## config.mk

```make
export PLATFORM = sky130hd
export DESIGN_NAME = bnn_layer_seq_flat
export DESIGN_NICKNAME = d
export VERILOG_FILES = /design/src/rtl/bnn_pkg.sv /design/src/rtl/bnn_layer_seq_if.sv /design/src/rtl/bnn_xnor_popcnt.sv /design/src/rtl/bnn_layer_seq.sv /design/src/flat_wrapper.sv
export SDC_FILE = /design/constraint.sdc
export NUM_CORES = 1
export LEC_CHECK = 0
export BUFFER_PORTS_ARGS = -buffer_cell sky130_fd_sc_hd__buf_2
export CORE_ASPECT_RATIO = 0.8
export CORE_MARGIN = 5
export CORE_UTILIZATION = 40
export CTS_BUF_LIST = sky130_fd_sc_hd__clkbuf_8
export CTS_CLUSTER_SIZE = 40
export DETAILED_ROUTE_END_ITERATION = 10
export GPL_TIMING_DRIVEN = 0
export SLEW_MARGIN = 20
export SYNTH_ARGS = -nofsm -noshare
export SYNTH_HDL_FRONTEND = slang
export SYNTH_HIERARCHICAL = 1
export SYNTH_SLANG_ARGS = --single-unit
```

## constraint.sdc

```tcl
create_clock -name clk -period 21.5 [get_ports clk]
set_input_delay 1.075 -clock clk [delete_from_list [all_inputs] [get_ports clk]]
set_output_delay 1.075 -clock clk [all_outputs]
set_load 0.05 [all_outputs]
```

## src/rtl/bnn_pkg.sv

```systemverilog
// Shared types and helpers for binarised dense layers.
package bnn_pkg;

  typedef enum logic [1:0] {
    IDLE  = 2'd0,
    RUN   = 2'd1,
    DRAIN = 2'd2,
    DONE  = 2'd3
  } state_t;

  localparam int POP_MAX_W = 64;

  // Returns at least 1 so single-entry tables still get a legal index width.
  function automatic int clog2(input int v);
    int r;
    r = 0;
    while ((1 << r) < v) r++;
    return (r < 1) ? 1 : r;
  endfunction

  function automatic int nchunk(input int n_in, input int chunk);
    return (n_in + chunk - 1) / chunk;
  endfunction

  function automatic int unsigned popcount(input logic [POP_MAX_W-1:0] v);
    int unsigned c;
    c = 0;
    for (int i = 0; i < POP_MAX_W; i++) c += {31'b0, v[i]};
    return c;
  endfunction

endpackage

```

## src/rtl/bnn_layer_seq_if.sv

```systemverilog
// Bus bundle for one sequential BNN layer: input/output streams, weight ROM, threshold port.
interface bnn_layer_seq_if import bnn_pkg::*; #(
  parameter int N_IN  = 50,
  parameter int N_OUT = 10,
  parameter int CHUNK = 10,
  parameter int CNT_W = 9,
  parameter int AW    = 6
) ();
  localparam int IW = clog2(N_OUT);

  // A transfer happens on a rising edge where valid && ready; the producer holds
  // data stable while valid is high and unaccepted, and ready may not depend on valid.
  logic             in_valid;
  logic             in_ready;
  logic [N_IN-1:0]  in_vec;
  logic             w_rd_en;
  logic [AW-1:0]    w_rd_addr;
  logic [CHUNK-1:0] w_rd_data;
  logic             th_wr_en;
  logic [IW-1:0]    th_wr_idx;
  logic [CNT_W-1:0] th_wr_data;
  logic             th_wr_err;
  logic             abort;
  logic             out_valid;
  logic             out_ready;
  logic [N_OUT-1:0] out_vec;
  state_t           dbg_state;

  modport slave (
    input  in_valid, in_vec, w_rd_data, th_wr_en, th_wr_idx, th_wr_data, abort, out_ready,
    output in_ready, w_rd_en, w_rd_addr, th_wr_err, out_valid, out_vec, dbg_state
  );

  modport master (
    output in_valid, in_vec, w_rd_data, th_wr_en, th_wr_idx, th_wr_data, abort, out_ready,
    input  in_ready, w_rd_en, w_rd_addr, th_wr_err, out_valid, out_vec, dbg_state
  );
endinterface

```

## src/rtl/bnn_xnor_popcnt.sv

```systemverilog
// One shared XNOR-popcount lane: counts matching weight/input bits under a valid mask.
module bnn_xnor_popcnt import bnn_pkg::*; #(
  parameter int CHUNK = 10,
  parameter int CNT_W = 9
) (
  input  logic [CHUNK-1:0] w,
  input  logic [CHUNK-1:0] x,
  input  logic [CHUNK-1:0] mask,
  output logic [CNT_W-1:0] cnt
);
  logic [POP_MAX_W-1:0] bits;

  always_comb begin
    bits = '0;
    bits[CHUNK-1:0] = ~(w ^ x) & mask;
    cnt = CNT_W'(popcount(bits));
  end
endmodule

```

## src/rtl/bnn_layer_seq.sv

```systemverilog
// Time-multiplexed binarised dense layer: streams weight rows from a sync ROM through one lane.
module bnn_layer_seq import bnn_pkg::*; #(
  parameter int N_IN  = 50,
  parameter int N_OUT = 10,
  parameter int CHUNK = 10,
  parameter int CNT_W = 9,
  parameter int AW    = 6
) (
  input logic            clk,
  input logic            rst_n,
  bnn_layer_seq_if.slave bus
);
  localparam int NCH   = nchunk(N_IN, CHUNK);
  localparam int NW    = clog2(N_OUT);
  localparam int CW    = clog2(NCH);
  localparam int PAD_W = NCH * CHUNK;

  state_t           state;
  logic [N_IN-1:0]  in_q;
  logic [NW-1:0]    rd_n, d_n;
  logic [CW-1:0]    rd_c, d_c;
  logic             d_vld;
  logic [CNT_W-1:0] acc;
  logic [CNT_W-1:0] th [N_OUT];
  logic [PAD_W-1:0] in_pad;
  logic [CHUNK-1:0] x_chunk, mask;
  logic [CNT_W-1:0] pop, sum;
  logic             last_rd;

  // d_n/d_c tag the ROM word arriving this cycle; bits past N_IN are masked out.
  always_comb begin
    in_pad = '0;
    in_pad[N_IN-1:0] = in_q;
    x_chunk = in_pad[int'(d_c)*CHUNK +: CHUNK];
    mask = '0;
    for (int j = 0; j < CHUNK; j++) mask[j] = (int'(d_c) * CHUNK + j) < N_IN;
    sum = pop;
    if (d_c != '0) sum = acc + pop;
    last_rd = (rd_n == NW'(N_OUT - 1)) && (rd_c == CW'(NCH - 1));
  end

  bnn_xnor_popcnt #(.CHUNK(CHUNK), .CNT_W(CNT_W)) u_lane (
    .w    (bus.w_rd_data),
    .x    (x_chunk),
    .mask (mask),
    .cnt  (pop)
  );

  assign bus.dbg_state = state;

  always_ff @(posedge clk or negedge rst_n) begin
    if (!rst_n) begin
      state         <= IDLE;
      in_q          <= '0;
      rd_n          <= '0;
      rd_c          <= '0;
      d_n           <= '0;
      d_c           <= '0;
      d_vld         <= 1'b0;
      acc           <= '0;
      for (int i = 0; i < N_OUT; i++) th[i] <= '0;
      bus.in_ready  <= 1'b1;
      bus.w_rd_en   <= 1'b0;
      bus.w_rd_addr <= '0;
      bus.th_wr_err <= 1'b0;
      bus.out_valid <= 1'b0;
      bus.out_vec   <= '0;
    end else begin
      bus.th_wr_err <= bus.th_wr_en && ((state != IDLE) || (int'(bus.th_wr_idx) >= N_OUT));
      if (bus.th_wr_en && (state == IDLE) && (int'(bus.th_wr_idx) < N_OUT))
        th[bus.th_wr_idx] <= bus.th_wr_data;

      if (bus.abort) begin
        state         <= IDLE;
        d_vld         <= 1'b0;
        bus.in_ready  <= 1'b1;
        bus.w_rd_en   <= 1'b0;
        bus.out_valid <= 1'b0;
        bus.out_vec   <= '0;
      end else begin
        d_vld <= bus.w_rd_en;
        d_n   <= rd_n;
        d_c   <= rd_c;
        if (d_vld) begin
          acc <= sum;
          if (d_c == CW'(NCH - 1)) bus.out_vec[d_n] <= (sum > th[d_n]);
        end

        case (state)
          IDLE: begin
            if (bus.in_valid && bus.in_ready) begin
              in_q          <= bus.in_vec;
              rd_n          <= '0;
              rd_c          <= '0;
              bus.w_rd_addr <= '0;
              bus.w_rd_en   <= 1'b1;
              bus.in_ready  <= 1'b0;
              bus.out_vec   <= '0;
              state         <= RUN;
            end
          end
          RUN: begin
            if (last_rd) begin
              bus.w_rd_en <= 1'b0;
              state       <= DRAIN;
            end else begin
              bus.w_rd_addr <= bus.w_rd_addr + 1'b1;
              if (rd_c == CW'(NCH - 1)) begin
                rd_c <= '0;
                rd_n <= rd_n + 1'b1;
              end else begin
                rd_c <= rd_c + 1'b1;
              end
            end
          end
          DRAIN: begin
            bus.out_valid <= 1'b1;
            state         <= DONE;
          end
          DONE: begin
            if (bus.out_ready) begin
              bus.out_valid <= 1'b0;
              bus.in_ready  <= 1'b1;
              state         <= IDLE;
            end
          end
          default: state <= IDLE;
        endcase
      end
    end
  end
endmodule

```

## src/flat_wrapper.sv

```systemverilog
// flat-port wrapper written by rule: the top's interface ports become plain ports
module bnn_layer_seq_flat import bnn_pkg::*;
#(
  parameter int N_IN  = 50,
  parameter int N_OUT = 10,
  parameter int CHUNK = 10,
  parameter int CNT_W = 9,
  parameter int AW    = 6
)
  (clk, rst_n, bus_in_valid, bus_in_vec, bus_w_rd_data, bus_th_wr_en, bus_th_wr_idx, bus_th_wr_data, bus_abort, bus_out_ready, bus_in_ready, bus_w_rd_en, bus_w_rd_addr, bus_th_wr_err, bus_out_valid, bus_out_vec, bus_dbg_state);
  bnn_layer_seq_if #(.N_IN(N_IN), .N_OUT(N_OUT), .CHUNK(CHUNK), .CNT_W(CNT_W), .AW(AW)) bus_i ();
  input logic clk;
  input logic rst_n;
  input wire logic [$bits(bus_i.in_valid)-1:0] bus_in_valid;
  input wire logic [$bits(bus_i.in_vec)-1:0] bus_in_vec;
  input wire logic [$bits(bus_i.w_rd_data)-1:0] bus_w_rd_data;
  input wire logic [$bits(bus_i.th_wr_en)-1:0] bus_th_wr_en;
  input wire logic [$bits(bus_i.th_wr_idx)-1:0] bus_th_wr_idx;
  input wire logic [$bits(bus_i.th_wr_data)-1:0] bus_th_wr_data;
  input wire logic [$bits(bus_i.abort)-1:0] bus_abort;
  input wire logic [$bits(bus_i.out_ready)-1:0] bus_out_ready;
  output wire logic [$bits(bus_i.in_ready)-1:0] bus_in_ready;
  output wire logic [$bits(bus_i.w_rd_en)-1:0] bus_w_rd_en;
  output wire logic [$bits(bus_i.w_rd_addr)-1:0] bus_w_rd_addr;
  output wire logic [$bits(bus_i.th_wr_err)-1:0] bus_th_wr_err;
  output wire logic [$bits(bus_i.out_valid)-1:0] bus_out_valid;
  output wire logic [$bits(bus_i.out_vec)-1:0] bus_out_vec;
  output wire logic [$bits(bus_i.dbg_state)-1:0] bus_dbg_state;
  assign bus_i.in_valid = bus_in_valid;
  assign bus_i.in_vec = bus_in_vec;
  assign bus_i.w_rd_data = bus_w_rd_data;
  assign bus_i.th_wr_en = bus_th_wr_en;
  assign bus_i.th_wr_idx = bus_th_wr_idx;
  assign bus_i.th_wr_data = bus_th_wr_data;
  assign bus_i.abort = bus_abort;
  assign bus_i.out_ready = bus_out_ready;
  assign bus_in_ready = bus_i.in_ready;
  assign bus_w_rd_en = bus_i.w_rd_en;
  assign bus_w_rd_addr = bus_i.w_rd_addr;
  assign bus_th_wr_err = bus_i.th_wr_err;
  assign bus_out_valid = bus_i.out_valid;
  assign bus_out_vec = bus_i.out_vec;
  assign bus_dbg_state = bus_i.dbg_state;
  bnn_layer_seq #(.N_IN(N_IN), .N_OUT(N_OUT), .CHUNK(CHUNK), .CNT_W(CNT_W), .AW(AW)) u_core (.clk(clk), .rst_n(rst_n), .bus(bus_i));
endmodule
```

# --- After elaboration in Yosys (flattened, before gate mapping) ---
# Cells that the tools add are included.
word_totals:
  register_bits: 186
  output_inout_bits: 22
classes:
  mux: 43
  magnitude_cmp: 18
  mul: 1
  n_eq_ne: 12
  n_bitwise: 6
  shifts: 1
  reduce_logical: 23
  addsub: 22
ops:
  columns: ["cell", "n"]
  rows:
  - ["32-bit by 7-bit < comparator with 1-bit output, second input constant", 10]
  - ["32-bit by 4-bit adder with 32-bit output, second input constant", 4]
  - ["90-bit bitwise mux", 1]
  - ["32-bit by 3-bit adder with 32-bit output, second input constant", 2]
  - ["32-bit by 5-bit adder with 32-bit output, second input constant", 2]
  - ["10-bit two-way mux", 5]
  - ["50-bit by 8-bit indexed part select with 10-bit output", 1]
  - ["9-bit binary-select mux with 4-bit select", 1]
  - ["9-bit demux with 4-bit select", 1]
  - ["9-bit two-way mux", 4]
  - ["32-bit by 2-bit adder with 32-bit output, second input constant", 1]
  - ["4-bit two-way mux", 3]
  - ["6-bit two-way mux", 2]
  - ["6-bit case mux with 2 select lines", 1]
  - ["3-bit AND reduction", 4]
  - ["3-bit nonzero test", 4]
  - ["10-bit bitwise AND", 1]
  - ["10-bit bitwise mux", 1]
  - ["5-bit >= comparator, second input constant", 2]
  - ["1-bit two-way mux", 10]
  - ["10-bit inverter", 1]
  - ["4-bit inverter with 5-bit output", 2]
  - ["10-bit XOR", 1]
  - ["8-bit by 1-bit adder with 9-bit output", 1]
  - ["other kinds (42)", 61]

# --- Longest topological paths before layout ---
# Gate-level depths: netlist of run 1.
depth:
  depth_word: 23
  depth_mapped: 32

# --- By module ---
# Netlist of run 1, hierarchy kept.
by_module_without_submodules:
  columns: ["mod", "area_each_um2", "cells_per_inst", "n_inst", "seq_area_each_um2"]
  rows:
  - ["bnn_layer_seq", 9733.1, 789, 1, 4655.7]
  - ["bnn_xnor_popcnt", 385.4, 46, 1, 0.0]

# --- Least setup slack after synthesis of run 1 ---
# No wires, ideal clock.
synth_path:
  kind: "reg2reg"
  startpoint: "reg u_core.d_c[1]"
  endpoint: "reg u_core.bus.out_vec[0]"
  period_less_slack_ps: 7105
  path_buffers: 2
  path_slack_ps: 14395
  arrival_time_ps: 6960
  setup_ps: 145
  path_stages_with_launch: 31
  cell_sequence: "dfrtp_1 > clkbuf_1 > clkbuf_1 > inv_1 > ha_1 > xor2_1 > a32o_1 > a21oi_1 > o22ai_1 > and2_1 > fa_1 > inv_1 > fa_1 > inv_1 > fa_1 > ha_1 > inv_1 > fa_1 > xor2_1 > ha_1 > nor2b_4 > o31a_4 > o21a_1 > o21a_1 > o31ai_1 > ha_1 > a21o_1 > a21oi_1 > nor2b_1 > o311ai_2 > o21ai_0"
synth_lines:
  columns: ["item", "line", "source"]
  rows:
  - ["from (decl)", "bnn_layer_seq.sv:21", "logic [CW-1:0] rd_c, d_c;"]
  - ["from (signal assigned)", "bnn_layer_seq.sv:83", "d_c <= rd_c;"]
  - ["3-bit by 3-bit multiplier with 6-bit output *", "bnn_layer_seq.sv:36", "for (int j = 0; j < CHUNK; j++) mask[j] = (int'(d_c) * CHUNK + j) < N_IN;"]
  - ["32-bit by 4-bit adder with 32-bit output *", "bnn_layer_seq.sv:36", null]
  - ["32-bit by 7-bit < comparator with 1-bit output *", "bnn_layer_seq.sv:36", null]
  - ["via u_core.mask[6]", "bnn_layer_seq.sv:26", "logic [CHUNK-1:0] x_chunk, mask;"]
  - ["10-bit bitwise AND *", "bnn_xnor_popcnt.sv:15", "bits[CHUNK-1:0] = ~(w ^ x) & mask;"]
  - ["6-bit by 1-bit adder with 7-bit output *", "bnn_pkg.sv:28", "for (int i = 0; i < POP_MAX_W; i++) c += {31'b0, v[i]};"]
  - ["7-bit by 1-bit adder with 8-bit output *", "bnn_pkg.sv:28", null]
  - ["8-bit by 1-bit adder with 9-bit output *", "bnn_pkg.sv:28", null]
  - ["[1 not listed]", null, null]
  - ["via u_core.pop[2]", "bnn_layer_seq.sv:27", "logic [CNT_W-1:0] pop, sum;"]
  - ["[2 not listed]", null, null]
  - ["via u_core.sum[6]", "bnn_layer_seq.sv:27", null]
  - ["9-bit > comparator *", "bnn_layer_seq.sv:86", "if (d_c == CW'(NCH - 1)) bus.out_vec[d_n] <= (sum > th[d_n]);"]
  - ["10-bit bitwise mux *", "bnn_layer_seq.sv:86", null]
  - ["10-bit two-way mux *", "bnn_layer_seq.sv:86", null]
  - ["10-bit two-way mux *", "bnn_layer_seq.sv:84", "if (d_vld) begin"]
  - ["10-bit two-way mux", "bnn_layer_seq.sv:91", "if (bus.in_valid && bus.in_ready) begin"]
  - ["10-bit two-way mux *", "bnn_layer_seq.sv:89", "case (state)"]
  - ["10-bit two-way mux *", "bnn_layer_seq.sv:73", "if (bus.abort) begin"]
  - ["to (signal, indexed assignment)", "bnn_layer_seq.sv:86", null]
  - ["to (decl)", "bnn_layer_seq_if.sv:31", "output in_ready, w_rd_en, w_rd_addr, th_wr_err, out_valid, out_vec, dbg_state"]
# Mark *: on every way through the listed nets, which the timed path passes. The rest lies on a longest branch.
# A chain may end at the register's enable or synchronous reset.

# --- Final worst setup path of run 1 ---
layout_path:
  startpoint: "reg u_core.d_c[1]"
  endpoint: "reg u_core.bus.out_vec[6]"
# The elaborated chain is that of the path after synthesis.

==> results of run 1 <==
## Yosys cell counts, drive strengths merged, types with 6 or more instances
cell type  number
nor2           33
buf            31
xor2           12
and2           13
a22o           11
nor3           10
inv            31
a21oi          21
clkbuf         20
nand4           6
nor2b          10
nand2b          9
mux4           28
xnor2          11
o21ai          30
or3             6
a22oi          10
a31oi           6
dfrtp         185
mux2          156
fa              8
ha             41
a2bb2oi         7
nand2          46
nand3          27
## path summary, 6_finish.rpt
path	startpoint	to	cells past startpoint
hold / removal	u_core/acc[7]	u_core/acc[7]	2
setup reg to reg	u_core/d_c[1]	u_core/bus.out_vec[6]	29
hold reg to reg	u_core/acc[7]	u_core/acc[7]	2
min in group asynchronous	rst_n	u_core/in_pad[30]	1
setup / recovery	u_core/d_c[1]	u_core/bus.out_vec[6]	29
max in group asynchronous	rst_n	u_core/th[38]	2
## kinds of logic (layout without fill, tap and decap cells)
group / after synthesis / in the layout / share of synthesized area
DFF: 186 / 186 / 0.460
xor gates and xnor gates: 23 / 23 / 0.0199
other: 1 / 5 / 0.000371
buffers and inverters: 82 / 205 / 0.0345
and+or+nand+nor: 183 / 183 / 0.0957
muxes: 187 / 187 / 0.239
AOI/OAI and AO/OA: 124 / 124 / 0.0840
adders and majority gates: 49 / 49 / 0.0665
## worst min-delay path, cell delays in order, from the launching register on
cell and delay, ns:
dfrtp_1 0.36, nand2_1 0.05, o31ai_1 0.06
## registers in the layout (all words and copies together), names as in the netlist
register and count:
u_core/th 90, u_core/in_pad 50, u_core/bus.out_vec 10, u_core/acc 9
u_core/bus.w_rd_addr 6, u_core/d_n 4, u_core/rd_n 4, u_core/d_c 3
u_core/rd_c 3, u_core/bus.dbg_state 2, u_core/bus.in_ready 1, u_core/bus.out_valid 1
u_core/bus.th_wr_err 1, u_core/bus.w_rd_en 1, u_core/d_vld 1
## routing by layer
metal  track usage  part of all wire  vias up
met4        0.0426             0.015        2
met2         0.259              0.44      136
met5        0.0117            0.0014        -
li1              -                 -     3262
met3        0.0350             0.043       31
met1         0.259              0.50     3467
## per-stage QoR
step / utilization / instance area (um^2) / worst slack (ns) / hold WS, ns
finish: 0.457 / 11500 / 13.11 / 0.500
global placement: 0.438 / 11000 / 13.20 / 0.473
CTS: 0.457 / 11500 / 13.12 / 0.500
detailed placement: 0.439 / 11000 / 13.17 / 0.477
global route: 0.457 / 11500 / 12.60 / 0.515
floorplan: - / 10100 / 14.40 / 0.455
## cell type report
class	count	area (um^2)
repair buffers	91	488
clock buffers	18	248
well taps	324	405
inverters	31	116
fillers	2345	13600
clock inverters	14	201
multi-input cells	571	5130
plain buffers	51	233
flip-flops and latches	186	4660
==> results.py, run 1 <==
metrics = {
    "status": {
        "outcome": "finished, final reports clean",
    },
    "detailed_routing": {
        "firstDrtPassIters": 4,
        "vias": 6898,
        "ant_nets": 0,
        "wl_um": 24300,
        "drc_errors": 0,
        "drt-initial-drc-count": 395,
        "routed_via_density": 5.36,
        "wl_per_cell_um": 18.9,
    },
    "worst_setup_path": {
        "slowest_stage": "clkbuf_1",
        "critical_path.max_stage_delay_ns": 0.59,
        "arrival_ns": 8.72,
        "worstSetupStartpointType": "register",
        "worstSetupEndpointType": "register",
        "critPathMaxFanout": 10,
        "crit_buf_inv": 6,
        "worst-r2r-setup-slack_ns": 13.11,
        "critical_path_required_ns": 21.83,
        "crit_family": "adder cells",
        "worstSetupPathType": "reg2reg",
    },
    "synthesis": {
        "synth_top_flop_cell": "dfrtp_1",
        "synth_top_area_share": 0.458,
        "synth_edf_count": 0,
        "syn_area_um2": 10100,
        "synth_seq_cells": 186,
        "yosysWarnings": 6,
        "synth_area_leader_cell": "dfrtp_1",
        "ys_seq_area_frac": 0.460,
        "synthTopCellsByArea": "dfrtp_1 46%, mux2_2 17%, mux4_2 6.2%",
        "avgSynthCellArea_um2": 12.1,
        "syn_inst": 835,
        "ys_types": 63,
        "async_flop_share": 1.00,
    },
    "sta": {
        "max_slew_margin": 0.406,
        "final.setup.tns_ns": 0,
        "worst_pin_slew_ns": 0.885,
        "fin_crit_sh": 0.390,
        "final_max_slew_viol_count": 0,
        "clock_skew_ns": 0.0203,
        "fmax_mhz": 119,
        "rsz0062_at_grt": "no",
        "hold_viol": 0,
        "setup_viol": 0,
        "period_minus_slack_ns": 8.39,
    },
    "layout": {
        "final_cell_mix": "185 x dfrtp_1, 156 x mux2_2, 98 x buf_2",
        "nNetsFinal": 1077,
        "syn2layout_area_growth_pct": 13.4,
        "drive_above_1_share": 0.349,
        "layout_commonest_cell": "dfrtp_1",
        "layout.cells.non_filler": 1286,
        "diodes": 0,
    },
    "placed_design": {
        "gp_congestion": 0.819,
        "dp.cells": 1254,
        "port_buffers": 90,
        "hpwlAfterDp_um": 17400,
    },
    "die": {
        "die_area_um2": 28600,
        "num_io_pins": 101,
        "die_y_um": 152,
        "rows": 52,
        "core_um2": 25100,
        "start_util": 0.403,
        "die_x_um": 188,
    },
    "grt": {
        "antenna_found_initial": 0,
        "grt.total_usage": 0.173,
        "grt_max_degree": 98,
        "grt_pass1_wl_um": 39400,
        "grt_pass1_vias": 7035,
        "grt_overflow": 0,
    },
    "cts": {
        "cts_resized": 0,
        "cts-root-buf": "clkbuf_8",
        "cts.reportedPaths.clkPinSlew_ns": 0.10,
        "clk_latency_ns": 0.49,
        "cts.sinks": 186,
        "cts-buffers-inserted": 17,
        "hold_buffers": 0,
        "cts-htree-levels": 4,
        "cts_tree": "built",
        "post-cts-setup-buffers": 0,
        "clockBufferDepth": 2,
    },
    "worst_hold_path": {
        "hold_path.class": "reg2reg",
    },
    "job": {
        "maxCapViolCount": 0,
    },
}
Power of run 1 is not shown: default switching activity piles up to over one toggle a cycle in this logic, so the estimate is an artifact.
==> run 2: changes to the inputs <==
==> constraint.sdc (replaced) <==
create_clock -name clk -period 6.85 [get_ports clk]
set_input_delay 0.3425 -clock clk [delete_from_list [all_inputs] [get_ports clk]]
set_output_delay 0.3425 -clock clk [all_outputs]
set_load 0.05 [all_outputs]
==> results.py, run 2 (synthesis gave the netlist of run 1 again) <==
metrics = {
    "layout": {
        "final_cell_mix": "183 x dfrtp_1, 156 x mux2_2, 96 x buf_2",
        "largest_register_ffs": 90,
        "final-seq-area_um2": 4660,
        "multi_input_area_um2": 5370,
        "drive_above_1_share": 0.414,
        "layout_commonest_cell": "dfrtp_1",
        "nNetsFinal": 1103,
        "final_core_util": 0.479,
        "diodes": 0,
        "fillers": 2321,
        "regMostFlops": "u_core/th",
        "layout.cells.non_filler": 1311,
        "syn2layout_area_growth_pct": 18.8,
    },
    "worst_setup_path": {
        "slowest_stage": "fa_1",
        "cp.depth": 30,
        "worstSetupPathType": "reg2reg",
        "worstReg2RegEnd": "u_core/bus.out_vec[9]",
        "worstSetupStartpointType": "register",
        "critical_path.max_stage_delay_ns": 0.53,
        "critical_path_required_ns": 7.23,
        "worst-r2r-setup-slack_ns": -0.22,
        "worstSetupEndpointType": "register",
        "reg2reg_depth": 30,
        "arrival_ns": 7.45,
        "critPathMaxFanout": 5,
        "r2r_start": "u_core/d_c[0]",
        "crit_buf_inv": 7,
        "crit_family": "adder cells",
    },
    "grt": {
        "grt_max_degree": 80,
        "grt_pass1_vias": 7069,
        "antenna_found_initial": 0,
        "grt_pass1_wl_um": 38300,
        "busiest_layer": "met1",
        "met3_usage": 0.0350,
        "grt.total_usage": 0.166,
        "grt_overflow": 0,
        "use_met1": 0.250,
        "grtUsageMet2": 0.248,
    },
    "cts": {
        "cts_tree": "built",
        "cts-root-buf": "clkbuf_8",
        "cts.reportedPaths.clkPinSlew_ns": 0.10,
        "cts-buffers-inserted": 17,
        "clk_latency_ns": 0.47,
        "cts.sinks": 186,
        "cts-htree-levels": 4,
        "clockBufferDepth": 2,
    },
    "sta": {
        "worst_slack_ns": -0.220,
        "max_slew_margin": 0.481,
        "clock_skew_ns": 0.0103,
        "hold_viol": 0,
        "final_max_slew_viol_count": 0,
        "worst_pin_slew_ns": 0.779,
        "hold_ws_ns": 0.0905,
        "period_minus_slack_ns": 7.07,
        "rsz0062_at_grt": "yes",
        "setup_viol": 10,
        "fin_crit_sh": 1.03,
        "fmax_mhz": 141,
    },
    "status": {
        "violations": "setup timing",
        "outcome": "complete, but fails checks",
    },
    "die": {
        "die_area_um2": 28600,
        "rows": 52,
        "core_um2": 25100,
        "die_y_um": 152,
        "num_io_pins": 101,
        "start_util": 0.403,
        "die_x_um": 188,
    },
    "detailed_routing": {
        "wl_per_cell_um": 17.7,
        "routed_via_density": 5.29,
        "firstDrtPassIters": 4,
        "wl_um": 23200,
        "drt-initial-drc-count": 353,
        "vias": 6931,
        "drc_errors": 0,
        "ant_nets": 0,
    },
    "placed_design": {
        "gp_congestion": 0.853,
        "port_buffers": 90,
        "hpwlAfterDp_um": 16600,
        "dp.cells": 1255,
        "dp_slack_ns": -0.900,
    },
    "worst_hold_path": {
        "hold_path.class": "in2reg",
        "min_to": "u_core/in_pad[10]",
        "worstHoldStart": "bus_in_vec[10]",
        "hold_depth": 2,
    },
    "job": {
        "maxCapViolCount": 0,
    },
}
==> run 2: worst max path at each step <==
stage | end | startpoint | slack, ns
finish | u_core/bus.out_vec[9] | u_core/d_c[0] | -0.22
global route | u_core/bus.out_vec[9] | u_core/d_c[0] | -0.45
floorplan | u_core/bus.out_vec[9] | u_core/d_c[2] | 0.02
CTS | u_core/bus.out_vec[3] | u_core/d_c[0] | -0.28
global placement | u_core/bus.out_vec[1] | u_core/d_c[1] | -0.89
detailed placement | u_core/bus.out_vec[9] | u_core/d_c[1] | -0.90
==> run 2: per-stage QoR <==
step / area (um^2) / setup TNS (ns)
2_1_floorplan: 10100 / 0
3_3_place_gp: 11000 / -8.66
3_5_place_dp: 11100 / -8.58
4_1_cts: 11900 / -2.31
5_1_grt: 12000 / -3.52
6_report: 12000 / -1.26
==> run 2: layout make-up <==
class,count,share of cell area
multi-input combinational,571,0.447
sequential,186,0.388
timing repair buffer,118,0.0634
tap,324,0.0337
buffer,50,0.0247
clock buffer,21,0.0240
inverter,31,0.0102
clock inverter,10,0.00978
==> run 2: routing by layer <==
layer | share of wire | vias to the layer above
met2 | 0.45 | 116
met4 | 0.0075 | 0
met5 | 0 | -
met1 | 0.51 | 3488
met3 | 0.037 | 11
li1 | - | 3316
==> run 2: what timing repair did <==
item / in CTS / in global routing
resized for setup: 60 / 22
setup endpoints to repair: 10 / 10
gates cloned: 1 / 0
hold buffers: 1 / 0
pin swaps: 29 / 21
buffers inserted: 21 / 4
hold endpoints to repair: 42 / 0
Power of run 2 is left out for the same reason.
==> run 3: changes to the inputs <==
--- a/config.mk
+++ b/config.mk
@@ -16,5 +16,4 @@
 export SLEW_MARGIN = 20
 export SYNTH_ARGS = -nofsm -noshare
 export SYNTH_HDL_FRONTEND = slang
-export SYNTH_HIERARCHICAL = 1
 export SYNTH_SLANG_ARGS = --single-unit
==> results.py, run 3 <==
metrics = {
    "worst_hold_path": {
        "hold_depth": 2,
        "hold_path.class": "in2reg",
        "min_to": "u_core.in_pad[0]",
        "worstHoldStart": "bus_in_vec[0]",
    },
    "detailed_routing": {
        "vias": 6478,
        "drt-initial-drc-count": 350,
        "firstDrtPassIters": 5,
        "routed_via_density": 5.28,
        "wl_um": 23200,
        "ant_nets": 0,
        "drc_errors": 0,
        "wl_per_cell_um": 18.9,
    },
    "die": {
        "start_util": 0.404,
        "core_um2": 24200,
        "rows": 51,
        "die_y_um": 150,
        "die_x_um": 185,
        "num_io_pins": 101,
        "die_area_um2": 27600,
    },
    "worst_setup_path": {
        "worst-r2r-setup-slack_ns": 0.21,
        "slowest_stage": "fa_1",
        "crit_family": "adder cells",
        "cp.depth": 31,
        "critical_path.max_stage_delay_ns": 0.53,
        "crit_buf_inv": 10,
        "worstReg2RegEnd": "u_core.bus.out_vec[2]",
        "critical_path_required_ns": 7.22,
        "r2r_start": "u_core.d_c[1]",
        "cp_common_cell": "buf_4",
        "critPathMaxFanout": 7,
        "worstSetupEndpointType": "register",
        "worstSetupPathType": "reg2reg",
        "worstSetupStartpointType": "register",
        "reg2reg_depth": 31,
        "arrival_ns": 7.01,
    },
    "sta": {
        "fmax_mhz": 151,
        "final_max_slew_viol_count": 0,
        "fin_crit_sh": 0.969,
        "max_slew_margin": 0.407,
        "hold_ws_ns": 0.0908,
        "period_minus_slack_ns": 6.64,
        "clock_skew_ns": 0.0162,
        "final.setup.tns_ns": 0,
        "worst_pin_slew_ns": 0.887,
        "hold_viol": 0,
        "setup_viol": 0,
    },
    "synthesis": {
        "syn_inst": 765,
        "avgSynthCellArea_um2": 12.8,
        "yosys-top-cells-count": "185 x dfrtp_1, 149 x mux2_2, 44 x nand2_1",
        "synth_edf_count": 0,
        "async_flop_share": 1.00,
        "synthTopCellsByArea": "dfrtp_1 47%, mux2_2 17%, mux4_2 6.5%",
        "ys_seq_area_frac": 0.477,
        "synth_top_flop_cell": "dfrtp_1",
        "ys_types": 61,
        "syn_nets": 888,
        "synth_area_leader_cell": "dfrtp_1",
        "syn_area_um2": 9760,
        "synth_seq_cells": 186,
        "yosysWarnings": 0,
        "yosysMostFrequentCell": "dfrtp_1",
        "synth_top_area_share": 0.474,
    },
    "layout": {
        "syn2layout_area_growth_pct": 17.9,
        "final_cell_mix": "183 x dfrtp_1, 148 x mux2_2, 102 x buf_2",
        "layout_commonest_cell": "dfrtp_1",
        "largest_register_ffs": 90,
        "nNetsFinal": 1018,
        "fillers": 2202,
        "regMostFlops": "u_core.th",
        "final_core_util": 0.476,
        "design_area_um2": 11500,
        "drive_above_1_share": 0.436,
        "diodes": 0,
    },
    "placed_design": {
        "hpwlAfterDp_um": 16500,
        "gp_congestion": 0.808,
        "port_buffers": 91,
        "placed_area_um2": 10700,
    },
    "grt": {
        "antenna_found_initial": 0,
        "grt_pass1_wl_um": 37200,
        "grt_pass1_vias": 6655,
        "grt.total_usage": 0.173,
        "grt_overflow": 0,
        "grt_max_degree": 67,
    },
    "status": {
        "outcome": "finished, final reports clean",
    },
    "job": {
        "maxCapViolCount": 0,
    },
    "cts": {
        "cts-buffers-inserted": 17,
        "cts_tree": "built",
        "cts-htree-levels": 4,
        "cts.reportedPaths.clkPinSlew_ns": 0.11,
        "clockBufferDepth": 2,
        "cts.sinks": 186,
        "clk_latency_ns": 0.48,
        "cts-root-buf": "clkbuf_8",
    },
}
==> run 3: final cells by class <==
class,count,area (um^2),share of cell area
clock inverter,14,151,0.0132
buffer,38,218,0.0189
sequential,186,4660,0.405
timing repair buffer,112,708,0.0615
clock buffer,18,248,0.0215
inverter,26,101,0.00881
multi-input combinational,514,5030,0.437
tap,318,398,0.0346
==> run 3: metal layers <==
layer | up-vias | share of wire | track usage
met2 | 101 | 0.44 | 0.260
li1 | 3037 | - | -
met1 | 3321 | 0.51 | 0.265
met3 | 19 | 0.037 | 0.0277
met4 | 0 | 0.013 | 0.0400
met5 | - | 0 | 0
==> run 3: kinds of logic (layout without fill, tap and decap cells) <==
group	count (synthesis)	in the layout	share of synthesized area
compound gates	110	110	0.0795
flops	186	186	0.477
mux	188	188	0.252
fa+ha+maj	44	44	0.0618
buf+inv	65	208	0.0294
simple gates	147	147	0.0774
xor+xnor	25	25	0.0224
==> run 3: repair_timing <==
action | 4_1_cts | 5_1_grt
cloned | 0 | 1
hold endpoints to repair | 65 | 0
gates resized for setup | 16 | 49
pin swaps | 3 | 20
endpoints found under the setup margin | 10 | 10
hold buffers | 1 | 0
buffers inserted | 8 | 9
==> run 3: worst max-delay path by stage <==
| stage | end | start |
|---|---|---|
| 3_5_place_dp | u_core.bus.out_vec[0] | u_core.d_c[1] |
| 3_3_place_gp | u_core.bus.out_vec[2] | u_core.d_c[1] |
| 6_report | u_core.bus.out_vec[2] | u_core.d_c[1] |
| 2_1_floorplan | u_core.bus.out_vec[0] | u_core.d_c[1] |
| 4_1_cts | u_core.bus.out_vec[0] | u_core.d_c[0] |
| 5_1_grt | u_core.bus.out_vec[1] | u_core.d_c[1] |
==> run 3: through the flow <==
stage               std cells  setup WS, ns
floorplan                 765         0.277
global placement         1174        -0.997
detailed placement       1176         -1.01
CTS                      1216        0.0265
global route             1226       -0.0710
finish                   1226         0.212
==> run 3: worst reg2reg max path, delay by kind of cell (launching register included) <==
family | cells | cell delay [ns]
AO/OA/AOI/OAI | 9 | 1.42
adder cells (fa/ha/maj) | 8 | 2.91
AND/OR/NAND/NOR | 3 | 0.40
XOR/XNOR | 1 | 0.16
flip-flops | 1 | 0.39
buffers and inverters | 10 | 1.26
Power of run 3 is left out for the same reason.
